### src/rtl/ripple_adder_pkg.sv
// ripple_adder_pkg
//   Shared constants and types for the 4-bit ripple-carry adder slice.
//   ADDER_WIDTH : operand width in bits (only 4 is supported).
//   add_res_t   : exact adder result {carry_out, sum}, ADDER_WIDTH+1 bits.
package ripple_adder_pkg;

    localparam int ADDER_WIDTH = 4;

    typedef logic [ADDER_WIDTH:0] add_res_t;

endpackage : ripple_adder_pkg

### src/rtl/ripple_adder_4_full_adder.sv
// full_adder
//   One-bit full-adder cell, purely combinational.
//   Ports:
//     a, b : addend bits
//     ci   : carry in
//     s    : sum bit      s  = a ^ b ^ ci
//     co   : carry out    co = a&b | ci&(a^b)
module full_adder (
    input  logic a,
    input  logic b,
    input  logic ci,
    output logic s,
    output logic co
);

    logic p;

    // Propagate term: a carry into this cell passes straight through when set.
    assign p  = a ^ b;
    assign s  = p ^ ci;
    assign co = (a & b) | (ci & p);

endmodule : full_adder

### src/rtl/ripple_adder_4.sv
// ripple_adder_4
//   Registered 4-bit unsigned ripple-carry adder built from four chained
//   full_adder cells. {cout,sum} = in1 + in2 + cin, exact, one cycle latency.
//   A new operand set is taken on every rising edge: there is no valid/ready
//   handshake and the block never stalls; outputs change only on clk edges.
//   Optional build macro: RIPPLE_ADDER_4_OVF_EN adds the registered ovf port
//   (two's-complement overflow, c[3] ^ c[4]).
//   Ports:
//     clk  : clock, all state updates on the rising edge
//     rst  : synchronous active-high reset, clears sum/cout(/ovf)
//     in1  : addend A, unsigned
//     in2  : addend B, unsigned
//     cin  : carry into bit 0
//     sum  : registered sum bits [3:0]
//     cout : registered carry out of bit 3
//     ovf  : registered signed overflow (only with RIPPLE_ADDER_4_OVF_EN)
module ripple_adder_4
    import ripple_adder_pkg::*;
#(
    parameter int WIDTH = ADDER_WIDTH
) (
    input  logic             clk,
    input  logic             rst,
    input  logic [WIDTH-1:0] in1,
    input  logic [WIDTH-1:0] in2,
    input  logic             cin,
    output logic [WIDTH-1:0] sum,
`ifdef RIPPLE_ADDER_4_OVF_EN
    output logic             ovf,
`endif
    output logic             cout
);

    // c[i] is the carry into bit i; c[WIDTH] is the carry out of the MSB.
    logic [WIDTH:0]   c;
    logic [WIDTH-1:0] s;
    add_res_t         res;

    assign c[0] = cin;

    for (genvar i = 0; i < WIDTH; i++) begin : g_cell
        full_adder u_fa (
            .a  (in1[i]),
            .b  (in2[i]),
            .ci (c[i]),
            .s  (s[i]),
            .co (c[i+1])
        );
    end

    assign res = {c[WIDTH], s};

    // Plain if/else with no default masking so X/Z on the operands shows up
    // on the registered outputs.
    always_ff @(posedge clk) begin
        if (rst) begin
            sum  <= '0;
            cout <= 1'b0;
        end else begin
            sum  <= res[WIDTH-1:0];
            cout <= res[WIDTH];
        end
    end

`ifdef RIPPLE_ADDER_4_OVF_EN
    // Signed overflow: carry into the sign bit differs from carry out of it.
    always_ff @(posedge clk) begin
        if (rst) begin
            ovf <= 1'b0;
        end else begin
            ovf <= c[WIDTH-1] ^ c[WIDTH];
        end
    end
`endif

endmodule : ripple_adder_4

### config.mk
export PLATFORM = sky130hd
export DESIGN_NAME = ripple_adder_4
export DESIGN_NICKNAME = d
export VERILOG_FILES = /design/src/rtl/ripple_adder_pkg.sv /design/src/rtl/ripple_adder_4_full_adder.sv /design/src/rtl/ripple_adder_4.sv
export SDC_FILE = /design/constraint.sdc
export NUM_CORES = 1
export LEC_CHECK = 0
export CAP_MARGIN = 10
export CORE_AREA = 2 2 39 41
export DETAILED_ROUTE_END_ITERATION = 12
export DIE_AREA = 0 0 41 43
export PLACE_DENSITY = 0.57
export SLEW_MARGIN = 25
export SYNTH_ARGS = -nofsm -noshare
export SYNTH_HDL_FRONTEND = slang
export SYNTH_SLANG_ARGS = --single-unit
### constraint.sdc
create_clock -name clk -period 1.58 [get_ports clk]
set_input_delay 0.158 -clock clk [delete_from_list [all_inputs] [get_ports clk]]
set_output_delay 0.158 -clock clk [all_outputs]
set_load 0.005 [all_outputs]
* After elaboration in Yosys (flattened, before gate mapping)
Index checks and enable logic that the tools add are counted.
** Storage, ports and cells
- Word-level logic and storage cells :: 22
- Register bits :: 5
** Operators by class
- Bitwise operators :: 20
** Operators with widths (count)
- $and 1x1->1 :: 8
- $xor 1x1->1 :: 8
- $or 1x1->1 :: 4

* Longest topological paths before layout
Gate-level depths: netlist of run 1.
- Depth after elaboration :: 9
- Mapped depth :: 8

* By module
From an unflattened synthesis of run 1, not the netlist that was laid out.
** Unflattened totals
- Cell total of the unflattened synthesis :: 14
- Area, all modules :: 211.5 um2
** By module, submodules not included
- ripple_adder_4 :: cells an instance 10, sequential area each 100.1 um2, times used 1, area each 131.4 um2
- full_adder :: cells an instance 1, sequential area each 0.0 um2, times used 4, area each 20.0 um2

* Worst setup path before layout of run 1
OpenSTA, ideal clock, no wires.
- Kind :: in2reg
- Start :: input in1[0]
- End :: register sum[3]
- Path slack :: -0.159 ns
- Data arrival time :: 1.675 ns
- Stages :: 8
- Path through :: inv_1 -> fa_1 -> inv_1 -> fa_1 -> fa_1 -> inv_1 -> fa_1 -> nor2_1
** On the way
- Word-level cells in the longest chain between the ends :: 8
** RTL lines
- start, declared :: line ripple_adder_4.sv:24 : input logic [WIDTH-1:0] in1,
- $xor 1x1->1 :: line ripple_adder_4_full_adder.sv:19 : assign p = a ^ b;
- $and 1x1->1 :: line ripple_adder_4_full_adder.sv:21 : assign co = (a & b) | (ci & p);
- $or 1x1->1 * :: line ripple_adder_4_full_adder.sv:21
- $and 1x1->1 * :: line ripple_adder_4_full_adder.sv:21
- $or 1x1->1 * :: line ripple_adder_4_full_adder.sv:21
- $and 1x1->1 * :: line ripple_adder_4_full_adder.sv:21
- $or 1x1->1 * :: line ripple_adder_4_full_adder.sv:21
- $xor 1x1->1 * :: line ripple_adder_4_full_adder.sv:20 : assign s = p ^ ci;
- end signal, assigned :: line ripple_adder_4.sv:60 : sum <= res[WIDTH-1:0];
- end, declared :: line ripple_adder_4.sv:27 : output logic [WIDTH-1:0] sum,
Mark *: on every way between the ends. The rest lies on a longest branch, timed or not.
A chain may end at the register's enable or synchronous reset.

* Worst setup path in the final report of run 1
- Start :: input in2[0]
- End :: register sum[3]
** On the way
- Word-level cells in the longest chain between the ends :: 8
** RTL lines
- start, declared :: line ripple_adder_4.sv:25 : input logic [WIDTH-1:0] in2,
- $xor 1x1->1 :: line ripple_adder_4_full_adder.sv:19
- $and 1x1->1 :: line ripple_adder_4_full_adder.sv:21
- $or 1x1->1 * :: line ripple_adder_4_full_adder.sv:21
- $and 1x1->1 * :: line ripple_adder_4_full_adder.sv:21
- $or 1x1->1 * :: line ripple_adder_4_full_adder.sv:21
- $and 1x1->1 * :: line ripple_adder_4_full_adder.sv:21
- $or 1x1->1 * :: line ripple_adder_4_full_adder.sv:21
- $xor 1x1->1 * :: line ripple_adder_4_full_adder.sv:20
Marks and branches as above.

==> flow_metrics.py, run 1 <==
metrics = {
    "status": {
        "status": "finished, final reports clean",
    },
    "sta": {
        "hold_viol_final": 0,
        "setup_viol": 0,
        "fmax_mhz": 635,
        "tightestPinTransition_ns": 0.163,
        "rsz0062_at_grt": "true",
        "fin_crit_sh_pct": 99.6,
        "slew_headroom_pct": 89.1,
        "postLayoutSetupSlackWorst_ns": 0.00562,
        "hold_slack_ns": 0.308,
        "fin_crit_ns": 1.57,
        "slew_viol_final": 0,
    },
    "clock_network": {
        "post_cts_buffers": 0,
        "cts.reportedPaths.clkPinSlew_ns": 0.04,
        "clock_sinks": 5,
        "cts_buffers": 3,
        "cts_tree": "yes",
        "cts_hold_buf": 0,
        "cts-root-buf": "clkbuf_4",
        "cts_max_level": 1,
        "clock_tree.buffer_depth": 2,
    },
    "setup_path": {
        "crit_path_end_kind": "register",
        "cp_max_fo": 1,
        "start_kind": "input port",
        "cp.required_ns": 1.75,
        "criticalPathCategory": "in2reg",
        "cp.arrival_ns": 1.75,
    },
    "grt": {
        "grt_pass1_vias": 166,
        "grt.overflow.total": 0,
        "grt_antenna_before_repair": 0,
        "grtUsageTotal_pct": 6.07,
        "grt_pass1_wl_um": 600,
        "grt_max_degree": 6,
    },
    "finish": {
        "multi_input_area_um2": 111,
        "area_delta_synth_final_pct": 91.3,
        "register_area_um2": 100,
        "drive_gt1_share_pct": 35.0,
        "nNetsFinal": 56,
        "num_antenna_cells": 0,
        "finalNonFillerCells": 56,
        "final_area_um2": 440,
        "nFillCells": 159,
    },
    "routing": {
        "first_pass_iters": 1,
        "drc": 0,
        "vias": 188,
        "ant_nets": 0,
        "drt_iter0_markers": 0,
        "post_drt_wl_per_cell_um": 6.39,
        "via_per_inst": 3.36,
        "postRouteWirelength_um": 358,
    },
    "placement": {
        "port_buffers": 15,
        "dp_cells": 52,
        "place.gp.congestion": 0.631,
        "hpwl_um": 323,
        "post-place-ws_ns": -0.628,
        "dpl-instance-area_um2": 405,
    },
    "synthesis": {
        "synth-seq-area-share_pct": 43.5,
        "ys_types": 5,
        "avgSynthCellArea_um2": 11.0,
        "synth_cells": 21,
        "syn_nets": 36,
        "ys_ff_latch": 5,
        "synthesis.area_um2": 230,
        "yosys_warnings": 0,
    },
    "die": {
        "rows": 14,
        "die_w_um": 41,
        "core_area_um2": 1380,
        "ios": 16,
        "fp.dieArea_um2": 1760,
        "start_util_pct": 16.6,
        "die_h_um": 43,
    },
    "power": {
        "p_leak_nw": 0.192,
        "power_density_nw_per_um2": 857,
        "p_total_mw": 0.377,
        "peakVddDrop_mv": 0.186,
    },
    "job": {
        "cap_violations": 0,
    },
    "worst_hold_path": {
        "hold_path_class": "in2reg",
    },
}
worst max-delay path: stages:
cell and delay, ns:
buf_6 0.09, inv_4 0.04, fa_2 0.19, inv_2 0.04, fa_2 0.33, fa_2 0.34
inv_2 0.06, fa_1 0.41, nor2_1 0.09
metal layers:
layer	track usage, %	vias up	part of all wire (%)
met5	0	-	0
met1	6.60	81	35
li1	-	93	-
met3	0	2	11
met4	12.0	0	3.1
met2	6.88	12	51
cells in the mapped netlist:
| library cell | count | area (µm²) |
|---|---|---|
| fa_1 | 4 | 80.1 |
| dfxtp_1 | 5 | 100 |
| inv_1 | 7 | 26.3 |
| nor2_1 | 3 | 11.3 |
| nor2b_1 | 2 | 12.5 |
registers in the layout (all words and copies together), names as in the netlist:
name / count
sum: 4
cout: 1
power breakdown:
| group | total (mW) | switching [mW] | internal, mW |
|---|---|---|---|
| registers | 0.144 | 0.00308 | 0.141 |
| logic | 0.0920 | 0.0307 | 0.0612 |
| clock network | 0.141 | 0.0462 | 0.0951 |
| total | 0.377 | 0.0801 | 0.297 |
layout by cell type, fill, tap and decap left out:
master and instances:
inv_1 2, clkbuf_1 1, dlygate4sd2_1 2, inv_4 2, nor2b_1 2, inv_2 3
nor2_1 3, clkbuf_4 3, fa_1 1, dfxtp_1 5, buf_6 3, clkdlybuf4s50_1 10
fa_2 3
metrics by stage:
step           TNS (ns)  utilization, %
5_1_grt         -0.0300            31.8
6_report              0            31.8
4_1_cts         -0.0717            31.6
3_5_place_dp      -1.78            29.3
3_3_place_gp      -1.77            29.3
2_1_floorplan   -0.0841               -
final timing paths:
check,from,endpoint,slack [ns],depth (start not counted)
min,in1[0],sum[0]$_SDFF_PP0_,0.31,4
max,in2[0],sum[3]$_SDFF_PP0_,0.006,9
area by class of cell:
type | count | share of cell area [%]
sequential | 5 | 22.7
inverter | 7 | 7.10
tap | 16 | 4.55
multi-input combinational | 9 | 25.3
timing repair buffer | 15 | 34.4
clock buffer | 4 | 5.97
logic make-up (layout without fill, tap and decap cells):
kind of cell               after synthesis  in the layout  share of synthesized area [%]
adders and majority gates                4              4                           34.8
and+or+nand+nor                          5              5                           10.3
DFF                                      5              5                           43.5
buffers and inverters                    7             26                           11.4
repair_timing:
action	in CTS	in global routing
pin swaps	5	5
gates resized for setup	21	1
endpoints found under the setup margin	3	1
Power figures use the tool's default switching activity.
==> run 2: changes to the inputs <==
CAP_MARGIN = unset   (was 10)
TNS_END_PERCENT = 30   (was unset)
==> results of run 2 <==
Final layout, timing and power as in run 1 (identical DEF).
